<file path="src/rtl/seq_alu_acc.sv">
// Multi-cycle accumulator ALU with start/ready/done handshake; MUL/DIV iterate one bit per cycle.
// Define SEQ_ALU_FACT_EN to build the iterative factorial (op 4); otherwise op 4 is undefined.
module seq_alu_acc #(
   parameter int WIDTH = 16
) (
   input  logic                 clk,
   input  logic                 reset_n,
   input  logic                 start,
   input  logic [4:0]           op,
   input  logic                 src_acc,
   input  logic [WIDTH-1:0]     a,
   input  logic [WIDTH-1:0]     b,
   output logic                 ready,
   output logic                 done,
   output logic [2*WIDTH-1:0]   result,
   output logic                 err,
   output logic [WIDTH-1:0]     acc
);

   localparam int SH_W  = $clog2(WIDTH);
   localparam int CNT_W = (SH_W + 1 > 5) ? SH_W + 1 : 5;
   localparam logic [CNT_W-1:0] LAST_IT = CNT_W'(WIDTH - 1);

`ifdef SEQ_ALU_FACT_EN
   typedef enum logic [1:0] {S_IDLE, S_MUL, S_DIV, S_FACT} state_e;
`else
   typedef enum logic [1:0] {S_IDLE, S_MUL, S_DIV} state_e;
`endif

   typedef enum logic [4:0] {
      OP_CLR  = 5'd0,  OP_NOT = 5'd1,  OP_SHR = 5'd2,  OP_SHL = 5'd3,
      OP_FACT = 5'd4,  OP_ADD = 5'd6,  OP_SUB = 5'd7,  OP_MUL = 5'd8,
      OP_DIV  = 5'd9,  OP_AND = 5'd10, OP_OR  = 5'd11, OP_XOR = 5'd12
   } op_e;

   state_e               state_q, state_d;
   logic [CNT_W-1:0]     cnt_q, cnt_d;
   logic [2*WIDTH-1:0]   x_q, x_d;       // MUL multiplicand / FACT running product
   logic [2*WIDTH-1:0]   p_q, p_d;       // MUL partial product
   logic [WIDTH-1:0]     y_q, y_d;       // MUL multiplier / DIV quotient / FACT down-counter
   logic [WIDTH-1:0]     r_q, r_d;       // DIV partial remainder
   logic [WIDTH-1:0]     d_q, d_d;       // DIV divisor
   logic                 done_q, done_d;
   logic                 err_q, err_d;
   logic [2*WIDTH-1:0]   result_q, result_d;
   logic [WIDTH-1:0]     acc_q, acc_d;

   logic [WIDTH-1:0]     opx;
   logic [WIDTH:0]       sum;
   logic [2*WIDTH-1:0]   p_nxt;
   logic [WIDTH:0]       shifted;
   logic                 ge;
   logic [WIDTH-1:0]     r_nxt, q_nxt;
   logic                 fin, fin_err;
   logic [2*WIDTH-1:0]   fin_res;
`ifdef SEQ_ALU_FACT_EN
   logic [3*WIDTH-1:0]   f_prod;
`endif

   assign opx     = src_acc ? acc_q : a;
   assign sum     = {1'b0, opx} + {1'b0, b};
   assign p_nxt   = y_q[0] ? p_q + x_q : p_q;
   assign shifted = {r_q, y_q[WIDTH-1]};
   assign ge      = shifted >= {1'b0, d_q};
   assign r_nxt   = ge ? shifted[WIDTH-1:0] - d_q : shifted[WIDTH-1:0];
   assign q_nxt   = {y_q[WIDTH-2:0], ge};
`ifdef SEQ_ALU_FACT_EN
   assign f_prod  = {{WIDTH{1'b0}}, x_q} * {{(2*WIDTH){1'b0}}, y_q};
`endif

   always_comb begin
      state_d  = state_q;
      cnt_d    = cnt_q;
      x_d      = x_q;
      p_d      = p_q;
      y_d      = y_q;
      r_d      = r_q;
      d_d      = d_q;
      done_d   = 1'b0;
      err_d    = err_q;
      result_d = result_q;
      acc_d    = acc_q;
      fin      = 1'b0;
      fin_err  = 1'b0;
      fin_res  = '0;

      case (state_q)
         S_IDLE: begin
            if (start) begin
               case (op_e'(op))
                  OP_CLR: fin = 1'b1;
                  OP_NOT: begin
                     fin     = 1'b1;
                     fin_res = {{WIDTH{1'b0}}, ~opx};
                  end
                  OP_SHR: begin
                     fin     = 1'b1;
                     fin_res = {{WIDTH{1'b0}}, opx >> b[SH_W-1:0]};
                  end
                  OP_SHL: begin
                     fin     = 1'b1;
                     fin_res = {{WIDTH{1'b0}}, opx << b[SH_W-1:0]};
                  end
                  OP_ADD: begin
                     fin     = 1'b1;
                     fin_res = {{(WIDTH-1){1'b0}}, sum};
                     fin_err = sum[WIDTH];
                  end
                  OP_SUB: begin
                     fin     = 1'b1;
                     fin_res = {{WIDTH{1'b0}}, opx - b};
                     fin_err = opx < b;
                  end
                  OP_AND: begin
                     fin     = 1'b1;
                     fin_res = {{WIDTH{1'b0}}, opx & b};
                  end
                  OP_OR: begin
                     fin     = 1'b1;
                     fin_res = {{WIDTH{1'b0}}, opx | b};
                  end
                  OP_XOR: begin
                     fin     = 1'b1;
                     fin_res = {{WIDTH{1'b0}}, opx ^ b};
                  end
                  OP_MUL: begin
                     state_d = S_MUL;
                     cnt_d   = '0;
                     x_d     = {{WIDTH{1'b0}}, opx};
                     y_d     = b;
                     p_d     = '0;
                  end
                  OP_DIV: begin
                     if (b == '0) begin
                        fin     = 1'b1;
                        fin_err = 1'b1;
                     end else begin
                        state_d = S_DIV;
                        cnt_d   = '0;
                        y_d     = opx;
                        r_d     = '0;
                        d_d     = b;
                     end
                  end
`ifdef SEQ_ALU_FACT_EN
                  OP_FACT: begin
                     if (opx <= WIDTH'(1)) begin
                        fin     = 1'b1;
                        fin_res = {{(2*WIDTH-1){1'b0}}, 1'b1};
                     end else begin
                        state_d = S_FACT;
                        x_d     = {{(2*WIDTH-1){1'b0}}, 1'b1};
                        y_d     = opx;
                     end
                  end
`endif
                  default: begin
                     fin     = 1'b1;
                     fin_err = 1'b1;
                  end
               endcase
            end
         end
         S_MUL: begin
            p_d   = p_nxt;
            x_d   = x_q << 1;
            y_d   = y_q >> 1;
            cnt_d = cnt_q + CNT_W'(1);
            if (cnt_q == LAST_IT) begin
               fin     = 1'b1;
               fin_res = p_nxt;
            end
         end
         S_DIV: begin
            r_d   = r_nxt;
            y_d   = q_nxt;
            cnt_d = cnt_q + CNT_W'(1);
            if (cnt_q == LAST_IT) begin
               fin     = 1'b1;
               fin_res = {r_nxt, q_nxt};
            end
         end
`ifdef SEQ_ALU_FACT_EN
         // Overflow is judged on the full product before it is truncated into x_q.
         S_FACT: begin
            if (f_prod[3*WIDTH-1:2*WIDTH] != '0) begin
               fin     = 1'b1;
               fin_err = 1'b1;
            end else if (y_q == WIDTH'(2)) begin
               fin     = 1'b1;
               fin_res = f_prod[2*WIDTH-1:0];
            end else begin
               x_d = f_prod[2*WIDTH-1:0];
               y_d = y_q - WIDTH'(1);
            end
         end
`endif
         default: state_d = S_IDLE;
      endcase

      if (fin) begin
         state_d  = S_IDLE;
         done_d   = 1'b1;
         result_d = fin_res;
         err_d    = fin_err;
         if (!fin_err) acc_d = fin_res[WIDTH-1:0];
      end
   end

   always_ff @(posedge clk or negedge reset_n) begin
      if (!reset_n) begin
         state_q  <= S_IDLE;
         cnt_q    <= '0;
         x_q      <= '0;
         p_q      <= '0;
         y_q      <= '0;
         r_q      <= '0;
         d_q      <= '0;
         done_q   <= 1'b0;
         err_q    <= 1'b0;
         result_q <= '0;
         acc_q    <= '0;
      end else begin
         state_q  <= state_d;
         cnt_q    <= cnt_d;
         x_q      <= x_d;
         p_q      <= p_d;
         y_q      <= y_d;
         r_q      <= r_d;
         d_q      <= d_d;
         done_q   <= done_d;
         err_q    <= err_d;
         result_q <= result_d;
         acc_q    <= acc_d;
      end
   end

   assign ready  = (state_q == S_IDLE);
   assign done   = done_q;
   assign result = result_q;
   assign err    = err_q;
   assign acc    = acc_q;

endmodule

</file>
<file path="config.mk">
export PLATFORM = sky130hd
export DESIGN_NAME = seq_alu_acc
export DESIGN_NICKNAME = d
export VERILOG_FILES = /design/src/rtl/seq_alu_acc.sv
export SDC_FILE = /design/constraint.sdc
export NUM_CORES = 1
export LEC_CHECK = 0
export BUFFER_PORTS_ARGS = -buffer_cell sky130_fd_sc_hd__buf_4
export CELL_PAD_IN_SITES_DETAIL_PLACEMENT = 1
export CELL_PAD_IN_SITES_GLOBAL_PLACEMENT = 2
export CORE_ASPECT_RATIO = 0.75
export CORE_MARGIN = 1.5
export CORE_UTILIZATION = 25
export CTS_BUF_LIST = sky130_fd_sc_hd__clkbuf_4 sky130_fd_sc_hd__clkbuf_8 sky130_fd_sc_hd__clkbuf_16
export DETAILED_ROUTE_END_ITERATION = 16
export PLACE_DENSITY = 0.59
export SETUP_SLACK_MARGIN = 0.02
export SLEW_MARGIN = 25
export SYNTH_ARGS = -nofsm -noshare
export SYNTH_HDL_FRONTEND = slang
export SYNTH_SLANG_ARGS = --single-unit
</file>
<file path="constraint.sdc">
create_clock -name clk -period 5.4 [get_ports clk]
set_clock_uncertainty 0.05 [all_clocks]
set_input_delay 1.08 -clock clk [delete_from_list [all_inputs] [get_ports clk]]
set_output_delay 1.08 -clock clk [all_outputs]
set_load 0.01 [all_outputs]
</file>
==> impl_results.md <==
* Synth Flop Type: dfrtp_1
* Synth Area in Compound Gates at 0.2497
* Post-CTS Hold Buffers at 0
* Worst Tran Pin Value at 1.043 ns
* Worst r2r path cells at 14
* Starting Density at 0.2545
* Placed cell area at 16530 µm²
* Post-Route Setup TNS at 0 ns
* Hold Vio Cnt, Final at 0
* Clk slew on worst S/H paths at 0.08 ns
* DRT antenna net count at 0
* CTS tree: yes
* Largest family of logic cells by synthesized area: compound AO/OA/AOI/OAI gates
* Post-Synth XOR/XNOR Area at 0.03452
* Max-Cap Viols at 0
* Crit share post-route at 0.8823
* Ratio of cells with drive above 1 in the final layout at 0.1383
* Synth Register Bits at 169
* Most common cell after layout, fill and taps aside: nand2_1
* Proportion of synthesized area in mux cells at 0.09481
* Clk sinks at 169
* CP Launch Type: input port
* Gate Count Post-Synth at 1818
* Clock latency on the worst-skew pair at 0.46 ns
* CTS max path bufs at 2
* Clock Root Buffer: clkbuf_16
* Via density at 5.510
* Drt first pass iters at 5
* Total GRT Usage at 0.2340
* Register area share after synthesis at 0.2874
* Post-synth EDFFs at 0
* Area grow syn2layout at 16.80%
* Congestion Overflow GR at 0
* Pwr/cell area at 440.6 nW/µm²
* FF-to-FF End: acc[11]
* CP Data Required Time at 5.67 ns
* Reg2reg start: acc[0]
* Max Clk Rate at 209.9 MHz
* Die W at 283.1 µm
* DIE AREA at 60340 µm²
* Synth top area share at 0.2874
* Mapped Area at 14710 µm²
* Synth Area in Simple Gates at 0.1798
* IO Count at 92
* FF-to-FF setup slack at 1.06 ns
* Resize count post-CTS at 0
* Setup CP Type: input port to register
* Post-CTS Setup Repair Bufs at 0
* CP Max Fanout at 17
* Vias in the first global route at 14787
* Antenna violations before repair at 5
* Most frequent cells in the layout: nand2_1, nor2_1, dfrtp_1
* Worst min path class: register to register
* Area leader, netlist: dfrtp_1
* FFs w/ async S/R, synth at 1.000
* First-pass GRT wire length at 104300 µm
* Status: finished clean
* Cts bufs inserted at 17
* Synth Warn # at 0
* # DRC at 0
* Synth Net Count at 1979
* Fin crit period at 4.764 ns
* Worst setup EP type: register
* Average cell area after synthesis at 8.094 µm²
* Vias at 14783
* Peak VDD IR at 345.4 µV
* Final Max Slew Viols at 0
* Wire per inst at 26.37 µm
* Die Height at 213.1 µm
* Setup repair after global routing missed its margin: false
* Top cells by area, synth: dfrtp_1, ha_1, nand2_1
* Hold EP: d_q[5]
* Port buffer count at 91
* H-tree lvl count at 4
* Design area at 17190 µm²
* Setup-failing EPs final at 0
* Post-Route WL at 70760 µm
* Rows at 76
* CP arrival at 5.03 ns
* Largest net degree at the start of global routing at 98
* Nets at 2049
* Synth cell types at 78
* Post-synthesis adder-cell area fraction at 0.1041
* Initial DRC Count at 1133
* Core area at 57820 µm²
* Min-delay src: d_q[5]
* Hold path depth at 2
* Post-DP HPWL at 55950 µm
* Gpl congestion at 0.9368
* Worst slew margin at 0.3048
* Leak at 0.007721 µW
==> kinds of logic after synthesis <==
family,Yosys count
flops,169
buf+inv,189
simple gates,606
mux,113
fa+ha+maj,120
xor+xnor,58
compound gates,563
==> registers in the layout, summed over array words and instances, names as in the netlist <==
signal   flops
state_q      2
y_q         16
done         1
p_q         32
d_q         16
cnt_q        5
x_q         32
result      32
r_q         16
acc         16
err          1
==> final cells by class <==
class / count / area (µm²)
fillers: 6935 / 40630
inverters: 83 / 311.5
diodes: 2 / 5.005
flip-flops and latches: 169 / 4229
multi-input cells: 1460 / 9791
clock buffers: 17 / 425.4
well taps: 780 / 975.9
repair buffers: 157 / 1222
clock inverters: 15 / 226.5
==> worst max-delay path by stage <==
stage,startpoint,to,depth (start not counted)
final,src_acc,result[15],13
after detailed placement,src_acc,result[15],13
after floorplan,src_acc,acc[12],17
after CTS,src_acc,result[15],13
after global placement,src_acc,result[15],13
after global routing,src_acc,result[15],13
==> where the power goes <==
part | internal [µW] | total, µW | switching [µW] | leakage (µW)
Sequential | 1620 | 1970 | 354 | 0.00217
Clock | 797 | 1430 | 637 | 0.000315
Combinational | 1540 | 4170 | 2630 | 0.00523
==> layer usage <==
layer | wire (µm) | GRT usage
met2 | 27910 | 0.3225
met1 | 36500 | 0.3603
met4 | 1217 | 0.05569
met3 | 5125 | 0.05224
met5 | 11 | 0
==> through the flow <==
step	hold slack, ns	util	power (µW)	worst slack (ns)	cells
detailed placement	0.4250	0.2859	6119	0.2708	2649
floorplan	0.3985	-	4670	0.2036	1818
CTS	0.4414	0.2972	7589	0.7376	2681
global route	0.4701	0.2972	8127	0.3162	2681
global placement	0.4119	0.2859	6038	0.3814	2649
finish	0.4359	0.2973	7572	0.6357	2683
==> cells in the mapped netlist, types with 26 or more instances <==
cell	n
ha_1	116
o21ai_0	133
mux2i_1	55
clkbuf_1	81
nor2_1	174
mux2_2	36
nand2_1	261
nand3_1	44
dfrtp_1	169
a21oi_1	135
o211ai_1	26
xnor2_1	34
a211oi_1	39
nor3_1	34
a31oi_1	26
inv_1	79
==> worst max-delay path, cell delays in order <==
cell     delay [ns]
buf_4          0.29
mux2i_1        0.36
buf_12         0.16
ha_1           0.28
nor3_1         0.35
nand2_1        0.09
o31ai_1        0.56
o21ai_0        0.34
o31ai_1        0.48
a21oi_1        0.13
or4_1          0.49
o21ai_0        0.27
a31oi_1        0.12
(Power assumes the default switching activity.)
